## src/rtl/game_controller.sv

```systemverilog
// Pong match sequencer: tracks scores from the ball stage's scored flags, paces
// serves off the frame tick and runs the IDLE/SERVE/PLAY/POINT/OVER match flow.
module game_controller #(
    parameter logic [7:0] START       = 8'd103,
    parameter logic [7:0] RESTART     = 8'd98,
    parameter int         WIN_SCORE   = 7,
    parameter int         SERVE_DELAY = 60,
    parameter int         SCORE_W     = 4
) (
    input  logic               i_CLK,
    input  logic               i_RST_N,
    input  logic               i_frame_tick,
    input  logic [7:0]         i_key_byte,
    input  logic               i_p1_scored,
    input  logic               i_p2_scored,
    output logic [2:0]         o_state,
    output logic               o_ball_run,
    output logic               o_ball_reset,
    output logic               o_serve_dir,
    output logic [SCORE_W-1:0] o_p1_score,
    output logic [SCORE_W-1:0] o_p2_score,
    output logic [1:0]         o_winner
);

    localparam int CNT_W = (SERVE_DELAY < 2) ? 1 : $clog2(SERVE_DELAY + 1);
    localparam logic [CNT_W-1:0]   CNT_LOAD = CNT_W'(SERVE_DELAY);
    localparam logic [SCORE_W-1:0] WIN      = SCORE_W'(WIN_SCORE);

    typedef enum logic [2:0] {
        S_IDLE  = 3'd0,
        S_SERVE = 3'd1,
        S_PLAY  = 3'd2,
        S_POINT = 3'd3,
        S_OVER  = 3'd4
    } state_e;

    state_e             state_q, state_d;
    logic [CNT_W-1:0]   cnt_q, cnt_d;
    logic               p1_prev_q, p2_prev_q;
    logic               run_q, run_d;
    logic               bres_q, bres_d;
    logic               dir_q, dir_d;
    logic [SCORE_W-1:0] p1s_q, p1s_d;
    logic [SCORE_W-1:0] p2s_q, p2s_d;
    logic [1:0]         win_q, win_d;
    logic               p1_edge, p2_edge;

    // Flags from the ball stage are levels; only their rising edge is a point.
    assign p1_edge = i_p1_scored & ~p1_prev_q;
    assign p2_edge = i_p2_scored & ~p2_prev_q;

    always_comb begin
        state_d = state_q;
        cnt_d   = cnt_q;
        run_d   = 1'b0;
        bres_d  = 1'b0;
        dir_d   = dir_q;
        p1s_d   = p1s_q;
        p2s_d   = p2s_q;
        win_d   = win_q;

        if (i_key_byte == RESTART) begin
            state_d = S_IDLE;
            cnt_d   = '0;
            bres_d  = 1'b1;
            dir_d   = 1'b0;
            p1s_d   = '0;
            p2s_d   = '0;
            win_d   = 2'd0;
        end else begin
            case (state_q)
                S_IDLE: begin
                    if (i_key_byte == START) begin
                        state_d = S_SERVE;
                        cnt_d   = CNT_LOAD;
                        bres_d  = 1'b1;
                        dir_d   = 1'b0;
                    end
                end
                S_SERVE: begin
                    if (cnt_q == '0) begin
                        state_d = S_PLAY;
                        run_d   = 1'b1;
                    end else if (i_frame_tick) begin
                        cnt_d = cnt_q - 1'b1;
                    end
                end
                S_PLAY: begin
                    run_d = 1'b1;
                    if (p1_edge || p2_edge) begin
                        state_d = S_POINT;
                        run_d   = 1'b0;
                        bres_d  = 1'b1;
                        // A simultaneous double edge is a replay: no score, no serve change.
                        if (p1_edge && !p2_edge) begin
                            dir_d = 1'b0;
                            if (p1s_q < WIN) p1s_d = p1s_q + 1'b1;
                        end else if (p2_edge && !p1_edge) begin
                            dir_d = 1'b1;
                            if (p2s_q < WIN) p2s_d = p2s_q + 1'b1;
                        end
                    end
                end
                S_POINT: begin
                    if (p1s_q == WIN || p2s_q == WIN) begin
                        state_d = S_OVER;
                        win_d   = (p1s_q == WIN) ? 2'd1 : 2'd2;
                    end else begin
                        state_d = S_SERVE;
                        cnt_d   = CNT_LOAD;
                    end
                end
                S_OVER: begin
                    state_d = S_OVER;
                end
                default: begin
                    state_d = S_IDLE;
                end
            endcase
        end
    end

    always_ff @(posedge i_CLK) begin
        if (!i_RST_N) begin
            state_q   <= S_IDLE;
            cnt_q     <= '0;
            p1_prev_q <= 1'b0;
            p2_prev_q <= 1'b0;
            run_q     <= 1'b0;
            bres_q    <= 1'b0;
            dir_q     <= 1'b0;
            p1s_q     <= '0;
            p2s_q     <= '0;
            win_q     <= 2'd0;
        end else begin
            state_q   <= state_d;
            cnt_q     <= cnt_d;
            p1_prev_q <= i_p1_scored;
            p2_prev_q <= i_p2_scored;
            run_q     <= run_d;
            bres_q    <= bres_d;
            dir_q     <= dir_d;
            p1s_q     <= p1s_d;
            p2s_q     <= p2s_d;
            win_q     <= win_d;
        end
    end

    assign o_state      = state_q;
    assign o_ball_run   = run_q;
    assign o_ball_reset = bres_q;
    assign o_serve_dir  = dir_q;
    assign o_p1_score   = p1s_q;
    assign o_p2_score   = p2s_q;
    assign o_winner     = win_q;

endmodule

```

## config.mk

```make
export PLATFORM = sky130hd
export DESIGN_NAME = game_controller
export DESIGN_NICKNAME = d
export VERILOG_FILES = /design/src/rtl/game_controller.sv
export SDC_FILE = /design/constraint.sdc
export NUM_CORES = 1
export LEC_CHECK = 0
export CAP_MARGIN = 15
export CELL_PAD_IN_SITES_DETAIL_PLACEMENT = 0
export CELL_PAD_IN_SITES_GLOBAL_PLACEMENT = 1
export CORE_AREA = 2 2 65 67
export CTS_BUF_LIST = sky130_fd_sc_hd__clkbuf_8
export DETAILED_ROUTE_END_ITERATION = 8
export DIE_AREA = 0 0 67 69
export PLACE_DENSITY = 0.78
export REMOVE_ABC_BUFFERS = 1
export SKIP_CTS_REPAIR_TIMING = 1
export SKIP_LAST_GASP = 1
export SYNTH_ARGS = -nofsm -noshare
export SYNTH_HDL_FRONTEND = slang
export SYNTH_SLANG_ARGS = --single-unit
```

## constraint.sdc

```tcl
create_clock -name i_CLK -period 2.33 [get_ports i_CLK]
set_input_delay 0.699 -clock i_CLK [delete_from_list [all_inputs] [get_ports i_CLK]]
set_output_delay 0.699 -clock i_CLK [all_outputs]
set_load 0.1 [all_outputs]
```

==> impl_summary.txt, run 1 <==
----------------------------------------------------
[Routing]
  Remaining design rule violation count ... 0
  Starting DRT DRC Count ... 32
  Wirelength per Cell ... 12.7 um
  Post-route ant nets ... 0
  Count of TritonRoute iterations in the first routing pass ... 4
  Via-per-instance ratio ... 5.06
  Number of vias in the routed layout ... 1149
  Post-Route WL ... 2.89 mm

[Pwr]
  Power Total ... 0.886 mW
  Power density over the cells ... 506 mW/mm^2
  Leakage power figure ... 0.714 nW
  Peak supply drop ... 0.260 mV

[Synth]
  Compound-gate portion of the synthesized area ... 19.0%
  Post-synthesis adder-cell area fraction ... 6.59%
  Number of warnings issued by yosys ... 0
  Simple logic cell fraction of the synthesized area ... 27.4%
  Xor/xnor cell area share of the yosys netlist ... 1.32%
  Flops & latches, synth ... 24
  Dominant combinational cell family by area after synthesis ... simple AND/OR/NAND/NOR gates
  Cell area after technology mapping ... 0.00133 mm^2
  Unique masters post-synth ... 48
  Instance count of the mapped netlist ... 143
  Mux cell area share after synthesis ... 3.86%
  Sequential share of the synthesized area ... 36.2%
  Mean instance size in the synthesized netlist ... 9.29 um^2

[Clocking]
  TritonCTS clock tree ... yes
  Count of clock tree sinks ... 24
  Clock Tree Buf Depth ... 2
  Clock transition at the registers of the reported paths ... 0.09 ns
  Total CTS buffers ... 3
  Clk Tree Root Cell ... clkbuf_8
  CTS H-tree lvls ... 1
  Clk_lat worst skew ... 0.27 ns

[Setup path]
  Largest fanout on the critical path ... 11
  Type of the worst setup path ... primary input to register
  Arrival time of data at the critical path endpoint ... 2.29 ns
  CP Data Required Time ... 2.48 ns
  Chain of cells forming the critical path ... clkdlybuf4s50_1 > and4bb_2 > buf_4 > a31o_2 > o41ai_1
  Delay of the slowest cell on the worst path ... 0.45 ns
  Slowest-stage cell, CP ... clkdlybuf4s50_1
  Crit start category ... primary input
  Worst setup EP type ... register

[Layout]
  Area growth, synth to finish ... 31.8%
  Net total in the final layout ... 198
  Diode insertion count for antenna repair ... 0
  Share of the core filled with cells in the final layout ... 44.8%
  Layout Cell Area excl Fill ... 0.00175 mm^2
  Share of final-layout standard cells stronger than drive strength 1 ... 26.0%

[Timing]
  Final critical-path share of the clock period ... 91.7%
  Sum of negative setup slack ... 0 ns
  Maximum frequency from static timing analysis ... 0.468 GHz
  Number of failing setup endpoints in the final timing report ... 0
  Max transition margin ... 68.3%
  Worst hold margin ... 0.468 ns
  Final-report hold violation count ... 0
  Setup repair after global routing missed its margin ... false
  Clock tree skew after final layout ... 0.00175 ns
  Min Clock Period, post-route ... 2.14 ns
  Transition time at the pin with the least slew margin ... 0.474 ns
  Number of pins with negative max-slew slack in the final report ... 0

[Floorplanning]
  Vertical extent of the die ... 69 um
  Starting Density ... 34.0%
  Placeable Area ... 0.00391 mm^2
  Number of I/O pins ... 29
  Area enclosed by the die boundary ... 0.00462 mm^2
  Cell Rows ... 23
  Die Span X ... 67 um

[Global route]
  First-pass GRT wire length ... 4.96 mm
  Total track usage ... 13.6%
  Initial antenna violation count ... 0
  Aggregate global routing overflow ... 0
  Vias in the first global route ... 1119
  Maximum number of pins on one net before global-route repair ... 15

[Place]
  HPWL reported at the end of detailed placement ... 2.26 mm
  Global placer's final weighted congestion ... 0.779
  Post-place instance area ... 0.00168 mm^2
  Number of port buffers ... 28

[Min path]
  Type of the worst min-delay path ... register to register

[Run status]
  Result of the run ... completed

[Run]
  Maximum capacitance violations ... 0

----------------------------------------------------
critical path, delay by kind of cell:
family                 cells  cell delay [ns]
and+or+nand+nor            1             0.24
buffers and inverters      2             0.59
AOI/OAI and AO/OA          2             0.75
synthesized netlist by cell type (all sizes together):
cell type / instances / share of area [%]
nor2b: 3 / 1.4
a2111oi: 2 / 1.8
or3: 1 / 0.57
xor2: 1 / 0.66
inv: 9 / 2.5
mux2: 1 / 0.85
a31o: 1 / 0.66
o311ai: 1 / 0.66
nor3b: 1 / 0.94
a211oi: 1 / 0.57
nor3: 7 / 3.0
and3: 2 / 1.1
a21boi: 1 / 1.4
a221o: 1 / 0.85
ha: 7 / 6.6
a31oi: 1 / 0.47
nand3b: 1 / 0.57
a41oi: 2 / 1.3
a32o: 1 / 0.75
o21a: 2 / 1.1
o21ba: 1 / 0.75
nand4: 1 / 0.47
nand2: 9 / 2.5
and4b: 1 / 0.75
clkbuf: 1 / 1.0
a221oi: 2 / 2.6
and4bb: 2 / 1.9
dfxtp: 24 / 36
mux2i: 4 / 3.0
buf: 4 / 2.1
and2: 7 / 3.3
a21oi: 5 / 1.9
o21ai: 6 / 2.3
nand3: 4 / 1.5
nand2b: 1 / 0.47
and3b: 4 / 3.0
xnor2: 1 / 0.66
nor2: 16 / 4.5
and2b: 2 / 1.3
o41ai: 2 / 1.9
kinds of logic after synthesis:
group | count (synthesis)
and+or+nand+nor | 62
AOI/OAI and AO/OA | 29
DFF | 24
buffers and inverters | 14
adders and majority gates | 7
muxes | 5
xor gates and xnor gates | 2
per-stage QoR:
stage	cells	worst slack (ns)
2_1_floorplan	138	0.0743
3_3_place_gp	223	-0.00701
3_5_place_dp	223	-0.0870
4_1_cts	227	0.186
5_1_grt	227	0.0897
6_report	227	0.193
where the power goes:
part | internal, mW | leakage, nW | switching, mW
logic | 0.0465 | 0.485 | 0.0476
clock network | 0.230 | 0.0357 | 0.141
registers | 0.414 | 0.194 | 0.00681
total | 0.691 | 0.714 | 0.195
cell type report:
cell class / count / area, um^2
clock buffer: 3 / 41.3
inverter: 9 / 33.8
fill: 400 / 2160
tap: 50 / 62.6
clock inverter: 1 / 30.0
sequential: 24 / 480
multi-input combinational: 105 / 773
timing repair buffer: 35 / 330
sequential cells by signal, indices dropped and copies added (netlist names):
register and flops:
cnt_q 6, o_p1_score 4, o_p2_score 4, o_state 3, o_winner 2, o_ball_reset 1
o_ball_run 1, o_serve_dir 1, p1_prev_q 1, p2_prev_q 1
metal layers:
layer | GRT usage, % | vias to the layer above | part of all wire, % | wire length, um
met5 | 0 | - | 0 | 0
met4 | 5.22 | 0 | 1.2 | 35
met3 | 2.77 | 4 | 4.6 | 133
met2 | 21.0 | 28 | 47 | 1360
met1 | 18.3 | 537 | 47 | 1360
li1 | - | 580 | - | -
path summary, 6_finish.rpt:
path	startpoint	endpoint	depth (start not counted)	slack, ns
worst max register to register	o_p1_score[0]$_SDFFE_PP0P_	cnt_q[4]$_SDFFE_PP0P_	6	0.47
worst min-delay path	o_winner[1]$_SDFFE_PP0P_	o_winner[1]$_SDFFE_PP0P_	2	0.47
worst max-delay path	i_key_byte[7]	cnt_q[4]$_SDFFE_PP0P_	5	0.19
worst min register to register	o_winner[1]$_SDFFE_PP0P_	o_winner[1]$_SDFFE_PP0P_	2	0.47
cells in the final DEF (no fill, tap or decap), drive strengths merged, types with 2 or more instances in the layout:
cell type	n
nor2	16
a2111oi	2
ha	7
a41oi	2
o21ai	6
and2	7
mux2i	4
dfxtp	24
and4bb	2
buf	23
clkdlybuf4s50	12
and3b	4
a21oi	5
a221oi	2
clkbuf	3
nor2b	3
inv	9
and3	2
o41ai	2
o21a	2
and2b	2
nand3	4
nand2	9
nor3	7
(Power assumes the default switching activity.)
==> inputs of run 2 (changes only) <==
--- a/config.mk
+++ b/config.mk
@@ -8,10 +8,10 @@
 export CAP_MARGIN = 15
 export CELL_PAD_IN_SITES_DETAIL_PLACEMENT = 0
 export CELL_PAD_IN_SITES_GLOBAL_PLACEMENT = 1
-export CORE_AREA = 2 2 65 67
+export CORE_AREA = 2 2 56 78
 export CTS_BUF_LIST = sky130_fd_sc_hd__clkbuf_8
 export DETAILED_ROUTE_END_ITERATION = 8
-export DIE_AREA = 0 0 67 69
+export DIE_AREA = 0 0 58 80
 export PLACE_DENSITY = 0.78
 export REMOVE_ABC_BUFFERS = 1
 export SKIP_CTS_REPAIR_TIMING = 1
==> impl_summary.txt, run 2 (synthesized netlist as in run 1, its figures left out) <==
----------------------------------------------------
[Timing]
  Transition time at the pin with the least slew margin ... 0.434 ns (-0.0402 ns)
  Worst-case setup margin in the final layout ... 0.239 ns (+0.0457 ns)
  Setup repair after global routing missed its margin ... false
  Final critical-path share of the clock period ... 89.7% (-2.0 points)
  Number of pins with negative max-slew slack in the final report ... 0 (unchanged)
  Max transition margin ... 71.0% (+2.7 points)
  Maximum frequency from static timing analysis ... 0.478 GHz (+2.2%)
  Clock tree skew after final layout ... 0.00170 ns (-0.0000500 ns)
  Worst hold margin ... 0.477 ns (+0.00862 ns)
  Min Clock Period, post-route ... 2.09 ns (-0.0457 ns)
  Final-report hold violation count ... 0 (unchanged)
  Number of failing setup endpoints in the final timing report ... 0 (unchanged)

[Routing]
  Post-route ant nets ... 0 (unchanged)
  Remaining design rule violation count ... 0 (unchanged)
  Starting DRT DRC Count ... 14 (-56%)
  Post-Route WL ... 3.01 mm (+4.1%)
  Number of vias in the routed layout ... 1132 (-1.5%)
  Via-per-instance ratio ... 5.22 (+3.1%)
  Wirelength per Cell ... 13.9 um (+8.9%)
  Count of TritonRoute iterations in the first routing pass ... 4 (unchanged)

[Global route]
  Maximum number of pins on one net before global-route repair ... 14 (-1)
  First-pass GRT wire length ... 5.20 mm (+4.9%)
  Initial antenna violation count ... 0 (unchanged)
  Vias in the first global route ... 1170 (+4.6%)
  Total track usage ... 14.3% (+0.75 points)
  Aggregate global routing overflow ... 0 (unchanged)

[Clocking]
  Clk Tree Root Cell ... clkbuf_8
  CTS H-tree lvls ... 1 (unchanged)
  Clk_lat worst skew ... 0.27 ns (about the same)
  Clock Tree Buf Depth ... 2 (unchanged)
  Total CTS buffers ... 3 (unchanged)
  TritonCTS clock tree ... yes
  Count of clock tree sinks ... 24 (unchanged)
  Clock transition at the registers of the reported paths ... 0.09 ns (about the same)

[Layout]
  Most common cell after layout, fill and taps aside ... dfxtp_1
  Leading cell types in the layout, fill and taps excluded ... 24 x dfxtp_1, 17 x buf_4, 16 x nor2_1
  Area growth, synth to finish ... 28.2%
  Layout Cell Area excl Fill ... 0.00170 mm^2 (-2.7%)
  Share of the core filled with cells in the final layout ... 43.5% (-1.3 points)
  Net total in the final layout ... 195 (-1.5%)
  Diode insertion count for antenna repair ... 0 (unchanged)
  Share of final-layout standard cells stronger than drive strength 1 ... 24.7% (-1.3 points)
  Flip-flop count of the largest register after layout ... 6 (unchanged)
  Fillcell total ... 381 (-4.8%)
  Most flops, register ... cnt_q

[Pwr]
  Power density over the cells ... 471 mW/mm^2 (-6.9%)
  Leakage power figure ... 0.694 nW (-2.9%)
  Power Total ... 0.802 mW (-9.4%)
  Peak supply drop ... 0.382 mV (+47%)

[Min path]
  Instance count along the most critical hold path ... 2 (unchanged)
  Type of the worst min-delay path ... register to register

[Place]
  Number of port buffers ... 28 (unchanged)
  Global placer's final weighted congestion ... 0.833 (+6.9%)
  Post-placement worst setup slack ... -0.0897 ns (-0.00273 ns)
  HPWL reported at the end of detailed placement ... 2.37 mm (+4.9%)
  Post-place instance area ... 0.00165 mm^2 (-1.9%)

[Setup path]
  Cell repeated most along the worst path ... nor2b_1
  Number of cells on the worst reg-to-reg path ... 4 (-2)
  Type of the worst setup path ... primary input to register
  CP Data Required Time ... 2.48 ns (about the same)
  Slowest-stage cell, CP ... clkdlybuf4s50_1
  Delay of the slowest cell on the worst path ... 0.46 ns (about the same)
  Crit start category ... primary input
  Arrival time of data at the critical path endpoint ... 2.25 ns (-0.04 ns)
  Largest fanout on the critical path ... 3 (-8)
  Chain of cells forming the critical path ... clkdlybuf4s50_1 > nor2b_1 > inv_1 > ha_1 > nor2b_1 > nor3_1 > a2111oi_0
  Worst setup EP type ... register

[Run status]
  Result of the run ... completed

[Run]
  Maximum capacitance violations ... 0 (unchanged)

[Floorplanning]
  Die Span X ... 58 um (-13%)
  Vertical extent of the die ... 80 um (+16%)
  Placeable Area ... 0.00392 mm^2 (+0.13%)
  Starting Density ... 33.9% (-0.043 points)
  Number of I/O pins ... 29 (unchanged)
  Cell Rows ... 27 (+17%)
  Area enclosed by the die boundary ... 0.00464 mm^2 (+0.37%)

----------------------------------------------------
-- run 2: cell count changes in the layout (fill, tap and decap cells not counted), sizes merged --
| cell | previous run | this run |
|---|---|---|
| clkbuf | 3 | 4 |
| bufinv | 1 | 0 |
| buf | 23 | 20 |
-- run 2: routing by layer --
layer	track usage, %	part of all wire (%)
met1	15.1	39
met2	27.7	57
met3	1.78	2.5
met4	5.58	1.2
met5	0	0
-- run 2: metrics by stage --
stage	setup TNS, ns	instances
3_3_place_gp	-0.0641	213
3_5_place_dp	-0.175	213
5_1_grt	0	217
6_report	0	217
2_1_floorplan	0	138
4_1_cts	0	217
-- run 2: worst paths after layout --
kind	endpoint	start	slack (ns)
min reg2reg	o_serve_dir$_SDFFE_PP0P_	o_serve_dir$_SDFFE_PP0P_	0.48
max	o_state[0]$_SDFFE_PP0P_	i_p2_scored	0.24
min	o_serve_dir$_SDFFE_PP0P_	o_serve_dir$_SDFFE_PP0P_	0.48
max reg2reg	cnt_q[3]$_SDFFE_PP0P_	o_state[0]$_SDFFE_PP0P_	0.59
-- run 2: area by class of cell --
| type | count | area, um^2 | share of cell area [%] |
|---|---|---|---|
| Timing Repair Buffer | 32 | 308 | 18.1 |
| Sequential cell | 24 | 480 | 28.2 |
| Clock buffer | 4 | 55.1 | 3.23 |
| Multi-Input combinational cell | 105 | 773 | 45.4 |
| Tap cell | 43 | 53.8 | 3.16 |
| Inverter | 9 | 33.8 | 1.98 |
-- run 2: critical path, delay by kind of cell --
kind | cells | cell delay (ns)
fa+ha+maj | 1 | 0.20
compound gates | 1 | 0.36
simple gates | 3 | 0.44
buf+inv | 2 | 0.55
-- run 2: power by group --
part	internal [mW]	switching (mW)
Clock	0.151	0.135
Sequential	0.414	0.00595
Combinational	0.0464	0.0498
Total	0.612	0.191
==> inputs of run 3 (changes only) <==
--- a/config.mk
+++ b/config.mk
@@ -13,6 +13,7 @@
 export DETAILED_ROUTE_END_ITERATION = 8
 export DIE_AREA = 0 0 58 80
 export PLACE_DENSITY = 0.78
+export RECOVER_POWER = 100
 export REMOVE_ABC_BUFFERS = 1
 export SKIP_CTS_REPAIR_TIMING = 1
 export SKIP_LAST_GASP = 1
==> impl_summary.txt, run 3 (synthesized netlist as in run 1, its figures left out) <==
----------------------------------------------------
[Clocking]
  Clk_lat worst skew ... 0.27 ns (about the same)
  TritonCTS clock tree ... yes
  Clock transition at the registers of the reported paths ... 0.09 ns (about the same)
  Clock Tree Buf Depth ... 2 (unchanged)
  CTS H-tree lvls ... 1 (unchanged)
  Count of clock tree sinks ... 24 (unchanged)
  Clk Tree Root Cell ... clkbuf_8
  Total CTS buffers ... 3 (unchanged)

[Setup path]
  Slowest-stage cell, CP ... a2111oi_1
  CP Launch Point ... i_key_byte[7]
  R2R Path End ... cnt_q[3]$_SDFFE_PP0P_
  Type of the worst setup path ... primary input to register
  Crit start category ... primary input
  Arrival time of data at the critical path endpoint ... 2.31 ns (+0.06 ns)
  Beginning of the worst register-to-register path ... o_state[0]$_SDFFE_PP0P_
  Number of cells on the worst reg-to-reg path ... 4 (unchanged)
  CP Data Required Time ... 2.47 ns (about the same)
  Setup slack on the worst flop-to-flop path ... 0.55 ns (-0.04 ns)
  Worst setup EP type ... register
  Delay of the slowest cell on the worst path ... 0.44 ns (-0.02 ns)
  Largest fanout on the critical path ... 6 (+3)
  Chain of cells forming the critical path ... clkdlybuf4s50_1 > and4bb_1 > and3_1 > a221oi_4 > a2111oi_1

[Place]
  HPWL reported at the end of detailed placement ... 2.37 mm (unchanged)
  Number of placed instances, taps included ... 213 (unchanged)
  Number of port buffers ... 28 (unchanged)
  Post-place instance area ... 0.00165 mm^2 (unchanged)
  Post-placement worst setup slack ... -0.0897 ns (unchanged)
  Global placer's final weighted congestion ... 0.833 (unchanged)

[Global route]
  Vias in the first global route ... 1170 (unchanged)
  Total track usage ... 14.3% (unchanged)
  Aggregate global routing overflow ... 0 (unchanged)
  Maximum number of pins on one net before global-route repair ... 14 (unchanged)
  Initial antenna violation count ... 0 (unchanged)
  First-pass GRT wire length ... 5.20 mm (unchanged)

[Layout]
  Area growth, synth to finish ... 21.7%
  Net total in the final layout ... 195 (unchanged)
  Diode insertion count for antenna repair ... 0 (unchanged)
  Leading cell types in the layout, fill and taps excluded ... 24 x dfxtp_1, 16 x nor2_1, 16 x clkbuf_2
  Most common cell after layout, fill and taps aside ... dfxtp_1
  Share of final-layout standard cells stronger than drive strength 1 ... 21.8% (-2.9 points)
  Layout Cell Area excl Fill ... 0.00162 mm^2 (-5.1%)
  Share of the core filled with cells in the final layout ... 41.3% (-2.2 points)
  Flip-flop count of the largest register after layout ... 6 (unchanged)
  Most flops, register ... cnt_q
  Layout Cells excl Fill ... 217 (unchanged)

[Timing]
  Maximum frequency from static timing analysis ... 0.461 GHz (-3.6%)
  Min Clock Period, post-route ... 2.17 ns (+0.0778 ns)
  Worst hold margin ... 0.476 ns (-0.000317 ns)
  Sum of negative setup slack ... 0 ns (unchanged)
  Max transition margin ... 63.8% (-7.2 points)
  Worst-case setup margin in the final layout ... 0.161 ns (-0.0778 ns)
  Final-report hold violation count ... 0 (unchanged)
  Clock tree skew after final layout ... 0.00323 ns (+0.00153 ns)
  Setup repair after global routing missed its margin ... false
  Transition time at the pin with the least slew margin ... 0.545 ns (+0.111 ns)
  Number of pins with negative max-slew slack in the final report ... 0 (unchanged)
  Final critical-path share of the clock period ... 93.1% (+3.3 points)
  Number of failing setup endpoints in the final timing report ... 0 (unchanged)

[Run status]
  Result of the run ... completed

[Pwr]
  Power Total ... 0.795 mW (-0.86%)
  Peak supply drop ... 0.379 mV (-0.84%)
  Power density over the cells ... 492 mW/mm^2 (+4.5%)
  Leakage power figure ... 0.669 nW (-3.6%)

[Floorplanning]
  Vertical extent of the die ... 80 um (unchanged)
  Cell Rows ... 27 (unchanged)
  Starting Density ... 33.9% (unchanged)
  Area enclosed by the die boundary ... 0.00464 mm^2 (unchanged)
  Number of I/O pins ... 29 (unchanged)
  Die Span X ... 58 um (unchanged)
  Placeable Area ... 0.00392 mm^2 (unchanged)

[Routing]
  Starting DRT DRC Count ... 17 (+3)
  Amount of wire on met2 after detailed routing ... 1.68 mm (-2.1%)
  Uppermost layer routed ... met4
  Post-Route WL ... 3.04 mm (+0.86%)
  Via-per-instance ratio ... 5.18 (-0.80%)
  Length of routed wiring on met1 ... 1.22 mm (+3.2%)
  Post-route ant nets ... 0 (unchanged)
  Wirelength per Cell ... 14.0 um (+0.86%)
  Wire length on met3 ... 94 um (+25%)
  Count of TritonRoute iterations in the first routing pass ... 5 (+1)
  Number of vias in the routed layout ... 1123 (-0.80%)
  Remaining design rule violation count ... 0 (unchanged)

[Run]
  Maximum capacitance violations ... 0 (unchanged)

[Min path]
  HP Start ... o_winner[1]$_SDFFE_PP0P_
  Endpoint of the worst hold path ... o_winner[1]$_SDFFE_PP0P_
  Instance count along the most critical hold path ... 2 (unchanged)
  Type of the worst min-delay path ... register to register

----------------------------------------------------
run 3: cell types whose count changed in the layout (fill, tap and decap cells not counted), sizes merged:
cell | before | now
dlygate4sd3 | 0 | 1
clkdlybuf4s50 | 12 | 11
clkbuf | 4 | 21
buf | 20 | 3
run 3: layout make-up:
type,instances,area [um^2]
clock buffer,4,55.1
fill,402,2300
inverter,9,33.8
multi-input combinational,105,767
sequential,24,480
tap,43,53.8
timing repair buffer,32,226
run 3: worst max-delay path: cells and delay by family:
kind / cells / cell delay, ns
compound gates: 2 / 0.57
buf+inv: 1 / 0.40
simple gates: 2 / 0.64
run 3: worst max path at each step:
| stage | to | slack [ns] | cells past startpoint |
|---|---|---|---|
| detailed placement | o_state[0]$_SDFFE_PP0P_ | -0.09 | 7 |
| floorplan | cnt_q[1]$_SDFFE_PP0P_ | 0.07 | 5 |
| CTS | o_state[0]$_SDFFE_PP0P_ | 0.20 | 7 |
| global route | cnt_q[3]$_SDFFE_PP0P_ | 0.04 | 5 |
| finish | cnt_q[3]$_SDFFE_PP0P_ | 0.16 | 5 |
| global placement | o_serve_dir$_SDFFE_PP0P_ | -0.06 | 7 |
run 3: per-layer routing:
layer | GRT usage (%) | vias to the layer above
met4 | 5.58 | 0
met1 | 15.1 | 528
li1 | - | 571
met3 | 1.78 | 4
met2 | 27.7 | 20
met5 | 0 | -
run 3: power breakdown:
part	total, mW	switching (mW)	internal, mW
Combinational	0.0899	0.0497	0.0402
Sequential	0.420	0.00531	0.414
Clock	0.286	0.135	0.151
Total	0.795	0.190	0.606
==> RTL change 1, RTL diff (config.mk and constraints of run 1) <==
Change the parameter `SCORE_W` from 4 to 5.
--- a/src/rtl/game_controller.sv
+++ b/src/rtl/game_controller.sv
@@ -7,3 +7,3 @@
     parameter int         SERVE_DELAY = 60,
-    parameter int         SCORE_W     = 4
+    parameter int         SCORE_W     = 5
 ) (
Interface: changed (resized o_p1_score and o_p2_score); port bits go from 29 to 31. The function was not compared with the original's and may differ.
==> RTL change 1 against run 1 <==
Critical path depth increased by 2; setup slack got worse by 41 ps; sequential share of layout area increased by 1.9 points; first-iteration DRC count increased by 41%; sequential cell count increased by 2; final area increased by 1.4%; synthesized area decreased by 1.2%; wire length increased by 1.3%.
Power is not compared: it rests on default switching activity, and its combinational part moved more than twofold at a synthesized area within 25%.
==> RTL change 1: results (changes against run 1) <==
outcome:
  outcome: "finished, final reports clean"  # unchanged
place:
  dp_hpwl_mm: 2.28  # was 2.26 mm
  port_buffers: 30  # was 28
  dpl_worst_slack_ps: -222  # was -87.0 ps
  dpl_cell_area_um2: 1730  # was 1680 um^2
  dp.cells: 236  # was 223
  place_congestion: 0.659  # was 0.779
route:
  routedWlPerCell_um: 12.3  # was 12.7 um
  wl_mm: 2.93  # was 2.89 mm
  initialDrtViolationCount: 45  # was 32
logic_synthesis:
  synth_seq_area_share_pct: 39.7  # was 36.2%
  synth_area_leaders: "dfxtp_1 (40%), nor2_1 (7.1%), ha_1 (5.7%)"  # was dfxtp_1 (36%), ha_1 (6.6%), nor2_1 (4.5%)
  synthTopCellsByCount: "dfxtp_1 (26), nor2_1 (25), inv_1 (12), a21oi_1 (11), nand2_1 (8)"  # was dfxtp_1 (24), nor2_1 (16), inv_1 (9), nand2_1 (9)
  yosysUniqueCellTypes: 37  # was 48
  synthCells: 150  # was 143
finish:
  drive_gt1_share_pct: 20.6  # was 26.0%
  nets: 210  # was 198
  multi_input_area_um2: 726  # was 773 um^2
setup_path:
  cp_max_fo: 4  # was 11
  crit_arrival_ps: 2350  # was 2290 ps
global_routing:
  grt_pass1_wl_mm: 5.11  # was 4.96 mm
  grt_max_degree: 19  # was 15
  grt_pass1_vias: 1202  # was 1119
  grt_usage_pct: 13.9  # was 13.6%
timing:
  skew_ps: 2.20  # was 1.75 ps
  max-slew-margin-rel_pct: 63.0  # was 68.3%
-- RTL change 1: cells by family after synthesis --
logic type	synth area share (%)
AO/OA/AOI/OAI	16.3
adder cells (fa/ha/maj)	5.72
XOR/XNOR	2.00
AND/OR/NAND/NOR	27.1
multiplexers	3.81
buffers and inverters	5.43
flip-flops	39.7
-- RTL change 1: metal layers --
| metal | up-vias | GRT usage, % | part of all wire, % |
|---|---|---|---|
| li1 | 597 | - | - |
| met1 | 516 | 16.9 | 46 |
| met2 | 25 | 23.8 | 48 |
| met3 | 2 | 3.26 | 5.5 |
| met4 | 0 | 4.08 | 0.65 |
| met5 | - | 0 | 0 |
-- RTL change 1: where the power goes --
group	total [mW]	internal, mW	switching (mW)
logic	0.232	0.107	0.125
clock network	0.253	0.116	0.138
registers	0.484	0.461	0.0230
total	0.970	0.685	0.286
-- RTL change 1: cell type report --
type	instances	area share (%)
multi-input cells	108	40.9
flip-flops and latches	26	29.3
repair buffers	40	21.4
well taps	50	3.52
inverters	12	2.54
clock buffers	3	2.33
-- RTL change 1: path summary, 6_finish.rpt --
check | from | endpoint | slack [ps] | depth (start not counted)
worst max-delay path | i_frame_tick | cnt_q[2]$_SDFFE_PP0P_ | 150 | 7
worst min-delay path | o_p2_score[4]$_SDFFE_PP0P_ | o_p2_score[4]$_SDFFE_PP0P_ | 470 | 2
worst max register to register | o_p1_score[0]$_SDFFE_PP0P_ | cnt_q[2]$_SDFFE_PP0P_ | 220 | 6
worst min register to register | o_p2_score[4]$_SDFFE_PP0P_ | o_p2_score[4]$_SDFFE_PP0P_ | 470 | 2
-- RTL change 1: critical path, cell delays in order --
cell and delay (ps):
clkdlybuf4s50_1 450, inv_1 40, a211o_1 280, a2111oi_4 370, buf_4 190, a21oi_1 60, a311oi_1 260
==> RTL change 2, RTL diff (flow settings as in run 1) <==
Made on the original files. Register the output `o_p1_score` once more, cleared by the reset; this adds one clock of latency there. The other outputs are not delayed to match.
--- a/src/rtl/game_controller.sv
+++ b/src/rtl/game_controller.sv
@@ -152,3 +152,9 @@
     assign o_serve_dir  = dir_q;
-    assign o_p1_score   = p1s_q;
+    always_ff @(posedge i_CLK) begin
+        if (!i_RST_N) begin
+            o_p1_score <= '0;
+        end else begin
+            o_p1_score <= p1s_q;
+        end
+    end
     assign o_p2_score   = p2s_q;
Function: no difference found for any inputs over 10 cycles, from zero or initial values and one cycle with i_RST_N low; that may be too few to reach the edited logic, so the function may still have changed.
==> RTL change 2 against run 1 <==
Combinational power down 14%; clock skew up 8.0 ps; via count up 1.6%; total power down 1.8%; synthesized area up 6.8%; wire length up 7.9%; setup slack better by 57 ps; die area unchanged; global-route usage up 1.0 points; core utilization up 1.8 points; final area up 3.9%; sequential cell count up 4.
==> RTL change 2: results (changes against run 1) <==
route:
  wl_met3_um: 111  # was 133 um
  wl_met1_mm: 1.36  # about the same
  wl_met2_mm: 1.65  # was 1.36 mm
  wl_mm: 3.12  # was 2.89 mm
  via_count: 1167  # was 1149
  highest_layer: "met3"  # was met4
  initialDrtViolationCount: 76  # was 32
clock_network:
  cts_buffer_depth: 2  # unchanged
  cts_root_buf: "clkbuf_8"  # unchanged
  path_clk_slew_ps: 100
  cts_inserted_buffers: 3  # unchanged
pwr:
  leakage_nw: 0.736  # was 0.714 nW
  vdd_drop_max_mv: 0.277  # was 0.260 mV
finish:
  antenna_cells: 0  # unchanged
  nets: 198  # unchanged
  largest_reg_flops: 6  # unchanged
  fill_cells: 385  # was 400
  regMostFlops: "cnt_q"  # unchanged
  drive_gt1_share_pct: 20.9  # was 26.0%
timing:
  max-slew-margin-rel_pct: 59.6  # was 68.3%
  setup_viol: 0  # unchanged
  skew_ps: 9.77  # was 1.75 ps
  holdWs_ps: 464  # was 468 ps
logic_synthesis:
  synth-xor-area-share_pct: 1.23  # was 1.32%
  synth_compound_area_share_pct: 16.3  # was 19.0%
  synth_warnings: 0  # unchanged
  synth_mux_area_share_pct: 2.47  # was 3.86%
  synth_area_leaders: "dfxtp_1 (40%), ha_1 (6.2%), and2_1 (4.0%)"  # was dfxtp_1 (36%), ha_1 (6.6%), nor2_1 (4.5%)
  async_flop_share_pct: 0  # unchanged
  yosysUniqueCellTypes: 48  # unchanged
  synth_seq_area_share_pct: 39.5  # was 36.2%
  synthTopCellsByCount: "dfxtp_1 (28), nor2_1 (13), and2_1 (9), ha_1 (7), nor3_1 (6)"  # was dfxtp_1 (24), nor2_1 (16), inv_1 (9), nand2_1 (9)
  synthAdderAreaFrac_pct: 6.17  # was 6.59%
setup_path:
  crit_arrival_ps: 2250  # was 2290 ps
  reg2reg_slack_ps: 490  # was 470 ps
  cp_slowest_cell: "clkdlybuf4s50_1"  # unchanged
  cp_max_fo: 3  # was 11
global_routing:
  grt_pass1_wl_mm: 5.37  # was 4.96 mm
  grt_usage_pct: 14.6  # was 13.6%
  grt_max_degree: 16  # was 15
place:
  place_congestion: 0.739  # was 0.779
  dp_hpwl_mm: 2.47  # was 2.26 mm
  port_buffers: 28  # unchanged
outcome:
  outcome: "finished, final reports clean"  # unchanged
[RTL change 2: cell type report]
type | instances | area (um^2) | share of cell area (%)
Tap cell | 50 | 62.6 | 3.44
Inverter | 5 | 18.8 | 1.03
Sequential cell | 28 | 561 | 30.8
Timing Repair Buffer | 34 | 323 | 17.7
Clock buffer | 4 | 55.1 | 3.02
Multi-Input combinational cell | 106 | 801 | 44.0
[RTL change 2: critical path: cells and delay by family]
kind	cells	cell delay, ps
buffers and inverters	2	550
AOI/OAI and AO/OA	2	430
and+or+nand+nor	2	360
adders and majority gates	1	200
[RTL change 2: report_power, final]
group	total, mW	internal [mW]	switching, mW	leakage (nW)
clock	0.303	0.151	0.152	0.0288
combinational	0.0808	0.0431	0.0377	0.482
sequential	0.485	0.482	0.00362	0.226
[RTL change 2: final timing paths]
check,start,to,cells past startpoint
hold / removal,o_winner[1]$_SDFFE_PP0P_,o_winner[1]$_SDFFE_PP0P_,2
setup / recovery,i_p2_scored,o_state[0]$_SDFFE_PP0P_,7
setup reg to reg,o_state[1]$_SDFFE_PP0P_,cnt_q[1]$_SDFFE_PP0P_,4
hold reg to reg,o_winner[1]$_SDFFE_PP0P_,o_winner[1]$_SDFFE_PP0P_,2
[RTL change 2: through the flow]
stage          utilization (%)  instance area [um^2]  setup slack (ps)  total power, mW  std cells
5_1_grt                   46.5                  1820              24.5            0.904        227
2_1_floorplan                -                  1380              48.6            0.533        139
3_5_place_dp              45.1                  1770             -32.4            0.577        223
4_1_cts                   46.5                  1820               246            0.876        227
6_report                  46.5                  1820               250            0.869        227
3_3_place_gp              45.1                  1770              34.2            0.575        223
[RTL change 2: metal layers]
layer | global-route usage (%) | vias to the layer above
li1 | - | 593
met1 | 17.9 | 556
met2 | 26.3 | 18
met3 | 2.28 | 0
met4 | 2.72 | 0
met5 | 0 | -
